### config.mk
export PLATFORM = sky130hd
export DESIGN_NAME = m_dram_port_arbiter
export DESIGN_NICKNAME = d
export VERILOG_FILES = /design/src/rtl/m_dram_port_arbiter_pkg.sv /design/src/rtl/m_dram_port_arbiter_rr.sv /design/src/rtl/m_dram_port_arbiter.sv
export SDC_FILE = /design/constraint.sdc
export NUM_CORES = 1
export LEC_CHECK = 0
export CORE_AREA = 2 2 137 139
export DETAILED_ROUTE_END_ITERATION = 8
export DIE_AREA = 0 0 139 141
export PLACE_DENSITY = 0.81
export RECOVER_POWER = 50
export SYNTH_ARGS = -nofsm -noshare
export SYNTH_HDL_FRONTEND = slang
export SYNTH_HIERARCHICAL = 1
export SYNTH_SLANG_ARGS = --single-unit
export TNS_END_PERCENT = 10
### constraint.sdc
create_clock -name CLK -period 8.4 [get_ports CLK]
set_clock_uncertainty 0.1 [all_clocks]
set_input_delay 1.68 -clock CLK [delete_from_list [all_inputs] [get_ports CLK]]
set_output_delay 1.68 -clock CLK [all_outputs]
set_load 0.005 [all_outputs]
### src/rtl/m_dram_port_arbiter_pkg.sv
// Shared requester IDs, FSM encodings and helpers for the DRAM port arbiter.
// State codes are plain 2-bit constants so they line up with the legacy encodings.
package m_dram_port_arbiter_pkg;

  localparam logic [1:0] ARB_PTE  = 2'd0;
  localparam logic [1:0] ARB_CPU  = 2'd1;
  localparam logic [1:0] ARB_DMA  = 2'd2;
  localparam logic [1:0] ARB_NONE = 2'd3;

  localparam logic [1:0] ARB_IDLE  = 2'd0;
  localparam logic [1:0] ARB_ISSUE = 2'd1;
  localparam logic [1:0] ARB_WAIT  = 2'd2;
  localparam logic [1:0] ARB_DONE  = 2'd3;

  // One-hot ack vector for a requester ID; ARB_NONE maps to no ack.
  function automatic logic [2:0] arb_onehot(input logic [1:0] id);
    logic [2:0] v;
    v = '0;
    if (id != ARB_NONE) v[id] = 1'b1;
    return v;
  endfunction

endpackage

### src/rtl/m_dram_port_arbiter_rr.sv
// Two-way round-robin picker for the CPU/DMA pair.
// ptr=0 prefers req[0] (CPU), ptr=1 prefers req[1] (DMA) when both are requesting.
module m_rr_pick2 (
  input  logic [1:0] req,
  input  logic       ptr,
  output logic [1:0] gnt
);

  always_comb begin
    gnt = '0;
    if (req[0] && req[1]) gnt = ptr ? 2'b10 : 2'b01;
    else if (req[0])      gnt = 2'b01;
    else if (req[1])      gnt = 2'b10;
  end

endmodule

### src/rtl/m_dram_port_arbiter.sv
// Shares the single DRAM controller port between the PTE walker, CPU and DMA.
// Fixed priority for the PTE walker, round-robin between CPU and DMA, WAIT watchdog.
module m_dram_port_arbiter
  import m_dram_port_arbiter_pkg::*;
#(
  parameter int ADDR_W  = 32,
  parameter int DATA_W  = 32,
  parameter int TIMEOUT = 1024
) (
  input  logic              CLK,
  input  logic              RST,
  input  logic [2:0]        w_req,
  input  logic [ADDR_W-1:0] w_addr0,
  input  logic [ADDR_W-1:0] w_addr1,
  input  logic [ADDR_W-1:0] w_addr2,
  input  logic [2:0]        w_we,
  input  logic [DATA_W-1:0] w_wdata0,
  input  logic [DATA_W-1:0] w_wdata1,
  input  logic [DATA_W-1:0] w_wdata2,
  input  logic [2:0]        w_ctrl0,
  input  logic [2:0]        w_ctrl1,
  input  logic [2:0]        w_ctrl2,
  output logic [2:0]        w_ack,
  output logic [DATA_W-1:0] w_rdata,
  output logic [1:0]        w_grant,
  output logic              w_timeout,
  output logic              w_dram_le,
  output logic [ADDR_W-1:0] w_dram_addr,
  output logic              w_dram_we,
  output logic [DATA_W-1:0] w_dram_wdata,
  output logic [2:0]        w_dram_ctrl,
  input  logic              w_dram_busy,
  input  logic [DATA_W-1:0] w_dram_odata
);

  localparam int WD_W = (TIMEOUT > 0) ? $clog2(TIMEOUT + 1) : 1;
  localparam logic [WD_W-1:0] WD_LAST = (TIMEOUT > 0) ? WD_W'(TIMEOUT - 1) : '0;

  logic [1:0]        state;
  logic              rr_ptr;     // 0: CPU preferred next, 1: DMA preferred next
  logic [WD_W-1:0]   wdog;
  logic [1:0]        rr_gnt;
  logic [1:0]        winner;
  logic              wd_expire;
  logic [ADDR_W-1:0] sel_addr;
  logic              sel_we;
  logic [DATA_W-1:0] sel_wdata;
  logic [2:0]        sel_ctrl;

  m_rr_pick2 u_rr_pick2 (
    .req (w_req[2:1]),
    .ptr (rr_ptr),
    .gnt (rr_gnt)
  );

  always_comb begin
    winner = ARB_NONE;
    if (w_req[0])       winner = ARB_PTE;
    else if (rr_gnt[0]) winner = ARB_CPU;
    else if (rr_gnt[1]) winner = ARB_DMA;
  end

  always_comb begin
    sel_addr  = w_addr0;
    sel_we    = w_we[0];
    sel_wdata = w_wdata0;
    sel_ctrl  = w_ctrl0;
    case (winner)
      ARB_CPU: begin
        sel_addr  = w_addr1;
        sel_we    = w_we[1];
        sel_wdata = w_wdata1;
        sel_ctrl  = w_ctrl1;
      end
      ARB_DMA: begin
        sel_addr  = w_addr2;
        sel_we    = w_we[2];
        sel_wdata = w_wdata2;
        sel_ctrl  = w_ctrl2;
      end
      default: ;
    endcase
  end

  // Expiry is evaluated at the end of the TIMEOUT-th WAIT cycle; a falling busy wins.
  assign wd_expire = (TIMEOUT != 0) && w_dram_busy && (wdog == WD_LAST);

  always_ff @(posedge CLK or posedge RST) begin
    if (RST) begin
      state        <= ARB_IDLE;
      rr_ptr       <= 1'b0;
      wdog         <= '0;
      w_ack        <= '0;
      w_rdata      <= '0;
      w_grant      <= ARB_NONE;
      w_timeout    <= 1'b0;
      w_dram_le    <= 1'b0;
      w_dram_addr  <= '0;
      w_dram_we    <= 1'b0;
      w_dram_wdata <= '0;
      w_dram_ctrl  <= '0;
    end else begin
      w_ack     <= '0;
      w_dram_le <= 1'b0;
      w_timeout <= 1'b0;
      case (state)
        ARB_IDLE: begin
          if ((|w_req) && !w_dram_busy) begin
            w_grant      <= winner;
            w_dram_addr  <= sel_addr;
            w_dram_we    <= sel_we;
            w_dram_wdata <= sel_wdata;
            w_dram_ctrl  <= sel_ctrl;
            w_dram_le    <= 1'b1;
            state        <= ARB_ISSUE;
          end
        end
        ARB_ISSUE: begin
          wdog  <= '0;
          state <= ARB_WAIT;
        end
        ARB_WAIT: begin
          if (!w_dram_busy) begin
            w_rdata <= w_dram_odata;
            w_ack   <= arb_onehot(w_grant);
            state   <= ARB_DONE;
          end else if (wd_expire) begin
            w_timeout <= 1'b1;
            w_ack     <= arb_onehot(w_grant);
            w_rdata   <= '0;
            w_grant   <= ARB_NONE;
            state     <= ARB_IDLE;
          end else if (wdog != '1) begin
            wdog <= wdog + WD_W'(1);
          end
        end
        ARB_DONE: begin
          if (w_grant == ARB_CPU)      rr_ptr <= 1'b1;
          else if (w_grant == ARB_DMA) rr_ptr <= 1'b0;
          w_grant <= ARB_NONE;
          state   <= ARB_IDLE;
        end
        default: state <= ARB_IDLE;
      endcase
    end
  end

endmodule

Word level (Yosys, flattened, before mapping)
Index checks and enable logic that the tools add are counted.
Widths: inputs -> output; s select.
- register bits: 121
- input bits: 242
- output and inout port bits: 107
- logic and storage cells: 86
- $add $sub $neg: 1
- $lt $le $gt $ge: 2
- eq/ne operators: 17
- muxes and demuxes: 38
- reductions and logical operators: 16
- operators with widths (operator ; count):
    $pmux 32 s2 ; 2
    $mux 32 ; 2
    $mux 11 ; 3
    $mux 2 ; 12
    $pmux 11 s2 ; 1
    $mux 3 ; 4
    $ne 2x2->1 const B ; 6
    $add 11x1->11 const B ; 1
    $eq 11x10->1 const B ; 1
    $ne 11x11->1 const B ; 1
    $mux 1 ; 9
    $eq 2x2->1 const B ; 4
    $pmux 2 s4 ; 1
    $reduce_and 2->1 ; 4
    $reduce_and 4->1 ; 2
    $eq 2x1->1 const B ; 3
    $pmux 2 s3 ; 1
    $pmux 3 s2 ; 1
    $logic_and 1x1->1 ; 4
    $reduce_bool 2->1 ; 2
    $lt 2x3->1 const B ; 1
    $ne 3x3->1 const B ; 1
    $reduce_bool 3->1 ; 1
    $reduce_or 3->1 ; 1
    other kinds (6) ; 6

Depth between registers and ports, before layout
- depth in word-level cells: 8
- mapped depth: 8
- gate-level depth less buffers: 6

Hierarchy
Netlist, hierarchy kept.
- modules (own cells, without submodules) (module ; instances ; cells an instance ; area an instance (um2) ; seq. area each (um2)):
    m_dram_port_arbiter ; 1 ; 563 ; 5636.7 ; 3030.4
    m_rr_pick2 ; 1 ; 3 ; 18.8 ; 0.0

Worst setup path before layout
OpenSTA, ideal clock, no wires.
- path kind: input -> register
- start: in w_req[1]
- end: reg w_dram_addr[31]
- library setup time: 82 ps
- arrival: 2841 ps
- data required time: 8218 ps
- path slack: 5377 ps
- stages on the path: 7
- buffers on the path: 3
- path through: a21boi_1 > nor2b_1 > buf_2 > buf_2 > buf_2 > a22oi_1 > a31oi_1
- cells in the longest elaborated chain, start to end: 7
- elaborated cells on any way between the ends: 12
- those cells by class: eq/ne (2); mux (6); reduce/logical (4)
- RTL lines (element ; line ; RTL):
    start, declared ; m_dram_port_arbiter.sv:12 ; input logic [2:0] w_req,
    $mux 2 or $logic_and 1x1->1 (tied branches) ; m_dram_port_arbiter_rr.sv:12, m_dram_port_arbiter_rr.sv:11 ;
    $mux 2 ; m_dram_port_arbiter_rr.sv:11 ; if (req[0] && req[1]) gnt = ptr ? 2'b10 : 2'b01;
    $mux 1 ; m_dram_port_arbiter.sv:60 ; else if (rr_gnt[1]) winner = ARB_DMA;
    $mux 2 ; m_dram_port_arbiter.sv:59 ; else if (rr_gnt[0]) winner = ARB_CPU;
    $mux 2 ; m_dram_port_arbiter.sv:58 ; if (w_req[0]) winner = ARB_PTE;
    $eq 2x2->1 or $eq 2x1->1 (tied branches) ; m_dram_port_arbiter.sv:68 ; case (winner)
    $pmux 32 s2 ; m_dram_port_arbiter.sv:68 ;
    end signal, assigned ; m_dram_port_arbiter.sv:110 ; w_dram_addr <= sel_addr;
    end, declared ; m_dram_port_arbiter.sv:28 ; output logic [ADDR_W-1:0] w_dram_addr,
Several ways; a longest one is shown, not always the timed one.
A chain may end at the register's enable or synchronous reset.

==> metrics.md <==
| Metric | Value |
|---|---|
| Slowest-stage cell, CP | clkinvlp_2 |
| Drt total wl | 19.8 mm |
| Largest net degree at the start of global routing | 73 |
| Yosys Warn Count | 6 |
| Min Clock Period, post-route | about 4.4 ns |
| WS Path Type | primary input to async pin |
| Setup violations, final | 0 |
| Worst path bufs/invs | 3 |
| Unrepaired setup endpoints after global routing | false |
| H-tree depth | 4 |
| Post-Synthesis Cells | ~570 |
| Via density | between 5 and 6 |
| Main synth FF type | dfrtp_1 |
| Vias in the first global route | roughly 5.7k |
| Critical hold path startpoint | wdog[7]$_DFFE_PP0P_ |
| CTS tree | yes |
| Pre-Repair DR Iteration Count | 4 |
| Failing checks | max-capacitance violations, max-slew violations |
| PwrDens | 288 mW/mm² |
| Psw | 0.000918 W |
| Unique masters post-synth | 45 |
| Avg WL per Cell | around 17 µm |
| Reg2Reg Setup Slack | 5.63 ns |
| Setup crit end kind | async pin |
| Port bufs | 348 |
| I/O Pins | 349 |
| Core footprint | 0.0183 mm² |
| Clk slew on worst S/H paths | about 0.060 ns |
| Initial antenna violation count | 0 |
| Int Power | 0.00191 W |
| Dominant cells by area after synthesis | dfrtp_1, a22oi_1, a31oi_1 |
| Run status | finished, violations left |
| Diode count | 0 |
| Die Wd | about 140 µm |
| Clock sinks | approximately 120 |
| Mux contribution to synthesized area | less than 1% |
| Synth Area in Simple Gates | roughly 14% |
| Die area | just under 0.02 mm² |
| Critical path peak fanout | 63 |
| Reg area | between 0.003 and 0.004 mm² |
| Hold Violations, Final | 0 |
| Seq/Total Area, Yosys | between 50% and 60% |
| Max Root-Sink Buffers | 2 |
| FFs w/ async S/R, synth | 100% |
| Clock power frac | 24.5% |
| XOR/XNOR Fraction of Synth Area | 0% |
| Critical Path, Cell by Cell | dlygate4sd3_1 -> clkinvlp_2 -> buf_4 |
| Worst path arrival time | around 4.7 ns |
| Final Max Slew Viols | between 60 and 70 |
| Final GP Congestion | between 0.8 and 0.9 |
| Crit-path max cell delay | roughly 1.5 ns |
| Final HPWL DP | approximately 15 mm |
| Hold Buf Count CTS | 0 |
| Flop pwr share | between 30% and 40% |
| Post-Syn Area | approximately 0.0057 mm² |
| FILL cells | approximately 1.6k |
| Share of cells above drive strength 1 | between 5 and 6% |
| Max-cap viol count | 1 |
| Clock buffer count from CTS | 17 |
| Leakage dissipation | 4.02 nW |
| Vias post-DR | ~5.7k |
| CP startpoint kind | primary input |
| Starting Density | 31.0% |
| # DRC | 0 |
| Total Nets Final | approximately 1.1k |
| Min-delay worst type | flip-flop to flip-flop |
| Worst slew pin tran | 2.74 ns |
| First-pass GRT wire length | 30.7 mm |
| Slew HR | -83.7% |
| # rows | 50 |
| Final ANT Viol Nets | 0 |
| Sw Share | about a third |
| Synth area leader | dfrtp_1 |
| All-Layer GR Usage | between 15 and 20% |
| Die Y | around 140 µm |
| TNS Setup | 0 ns |
| Post CTS Setup Buffer Count | 0 |
| Multi-input gate area | approximately 0.0023 mm² |
| Crit path from | RST |
| Logic pwr share | roughly two fifths |
| Post-synth EDFFs | 0 |
| Post-cts sizing count | 0 |
| Layout area overhead | 73.2% |
| Synth Area in Compound Gates | 25.0% |
| Reg2Reg Depth | 5 |
| Syn Nets | just over 800 |
| Area share of the largest cell type after synthesis | approximately 53% |
| Clk_lat worst skew | a little over 0.4 ns |
| Hold Crit Depth | 1 |
| Cell count along the critical path | 3 |
| Largest family of logic cells by synthesized area | compound AO/OA/AOI/OAI gates |
| Adder-Cell Fraction of Synth Area | between 1 and 1.5% |
| VDD IR-drop max | roughly 0.15 mV |
| Hold WS | around 0.38 ns |
| R2r startpoint | rr_ptr$_DFFE_PP0P_ |
| Req. time, crit path | 8.74 ns |
| 1st-iter DRT viols | approximately 370 |
| Period Utilization, post-route | 51.9% |
| Remaining Overflow, GRT | 0 |
| CTS root buf | clkbuf_16 |
| Seq cells post-synth | around 120 |
| Avg Cell Area, Syn | around 10 µm² |
| Cell family with most CP delay | buffers and inverters |
| Max frequency | ~230 MHz |
[routing by layer]
metal | up-vias | wire length (µm) | GRT usage (%)
li1 | 2746 | - | -
met1 | 2687 | 7980 | 24.1
met2 | 252 | 9770 | 33.1
met3 | 30 | 1560 | 6.49
met4 | 0 | 473 | 7.60
met5 | - | 0 | 0
[cell usage after synthesis (2+ instances only)]
master and n:
a211o_1 4, a21boi_1 2, a21oi_1 2, a22o_1 33, a22oi_1 68, a31oi_1 70, and3_1 2, and4_1 2
buf_2 26, buf_4 3, buf_6 4, clkbuf_1 16, dfrtp_1 119, dfstp_2 2, ha_1 5, inv_1 12
mux2i_1 3, nand2_1 75, nand3_1 4, nand3b_1 2, nand4_1 3, nor2_1 75, nor2b_1 4, nor3_1 4
nor3b_1 3, o211a_1 2, o311ai_0 2, or2_2 2
[flip-flops by register name (all words and copies together) (netlist names)]
signal and cells:
w_grant 2, wdog 11, rr_ptr 1, w_dram_le 1, w_dram_addr 32, w_dram_wdata 32, w_dram_ctrl 3, w_timeout 1
w_rdata 32, w_ack 3, w_dram_we 1, state 2
[power by group through the flow]
stage | clock network (W) | logic (W) | registers [W]
2_1_floorplan | 0 | 0.000507 | 0.00101
3_3_place_gp | 0 | 0.00121 | 0.00100
3_5_place_dp | 0 | 0.00124 | 0.00101
4_1_cts | 0.000710 | 0.00125 | 0.00101
5_1_grt | 0.000740 | 0.00124 | 0.00103
6_report | 0.000693 | 0.00114 | 0.000995
[final cells by class]
class,instances,share of cell area (%)
Multi-Input combinational cell,384,23.8
Sequential cell,121,30.9
Clock inverter,14,1.26
Tap cell,234,2.99
Timing Repair Buffer,355,36.1
Inverter,12,0.473
Clock buffer,18,4.48
[cell families (layout without fill, tap and decap cells)]
family	Yosys count	count (layout)
AO/OA/AOI/OAI	191	191
AND/OR/NAND/NOR	184	184
flip-flops	121	121
buffers and inverters	61	399
adder cells (fa/ha/maj)	5	5
multiplexers	4	4
[per-stage QoR]
step	util, %	std cells	power (W)	cell area, µm²	worst slack [ns]
finish	53.6	1138	0.00282	9800	4.04
global route	53.6	1138	0.00302	9800	3.44
CTS	53.7	1138	0.00296	9810	4.16
detailed placement	50.6	1106	0.00225	9250	3.80
global placement	50.6	1106	0.00222	9250	3.92
floorplan	-	566	0.00152	5660	3.41
[cell usage in the layout, fill, tap and decap left out, types with 2 or more instances in the layout]
master | synthesis | routed
a211o_1 | 4 | 4
a21boi_1 | 2 | 2
a21oi_1 | 2 | 2
a22o_1 | 33 | 33
a22oi_1 | 68 | 68
a31oi_1 | 70 | 71
and3_1 | 2 | 2
and4_1 | 2 | 2
buf_4 | 3 | 7
clkbuf_16 | 0 | 17
clkdlybuf4s50_1 | 0 | 244
clkinv_2 | 0 | 4
clkinv_4 | 0 | 3
clkinvlp_4 | 0 | 4
dfrtp_1 | 119 | 119
dlygate4sd3_1 | 0 | 104
ha_1 | 5 | 5
inv_1 | 12 | 11
inv_6 | 0 | 2
mux2i_1 | 3 | 3
nand2_1 | 75 | 75
nand3_1 | 4 | 4
nand3b_1 | 2 | 2
nand4_1 | 3 | 3
nor2_1 | 75 | 74
nor2b_1 | 4 | 3
nor3_1 | 4 | 4
nor3b_1 | 3 | 3
o211a_1 | 2 | 2
o311ai_0 | 2 | 2
or2_2 | 2 | 2
[final timing paths]
kind                                                     to
worst max-delay path            w_dram_addr[20]$_DFFE_PP0P_
worst max register to register  w_dram_addr[30]$_DFFE_PP0P_
max in group CLK                w_dram_addr[30]$_DFFE_PP0P_
worst min-delay path                    wdog[7]$_DFFE_PP0P_
worst min register to register          wdog[7]$_DFFE_PP0P_
min in group asynchronous           w_rdata[10]$_DFFE_PP0P_
[worst register-to-register path: cells and delay by family (launching register included)]
kind,cells,cell delay (ns)
buffers and inverters,1,0.50
AOI/OAI and AO/OA,3,0.81
DFF,1,0.40
and+or+nand+nor,1,0.88
(Power assumes the default switching activity.)
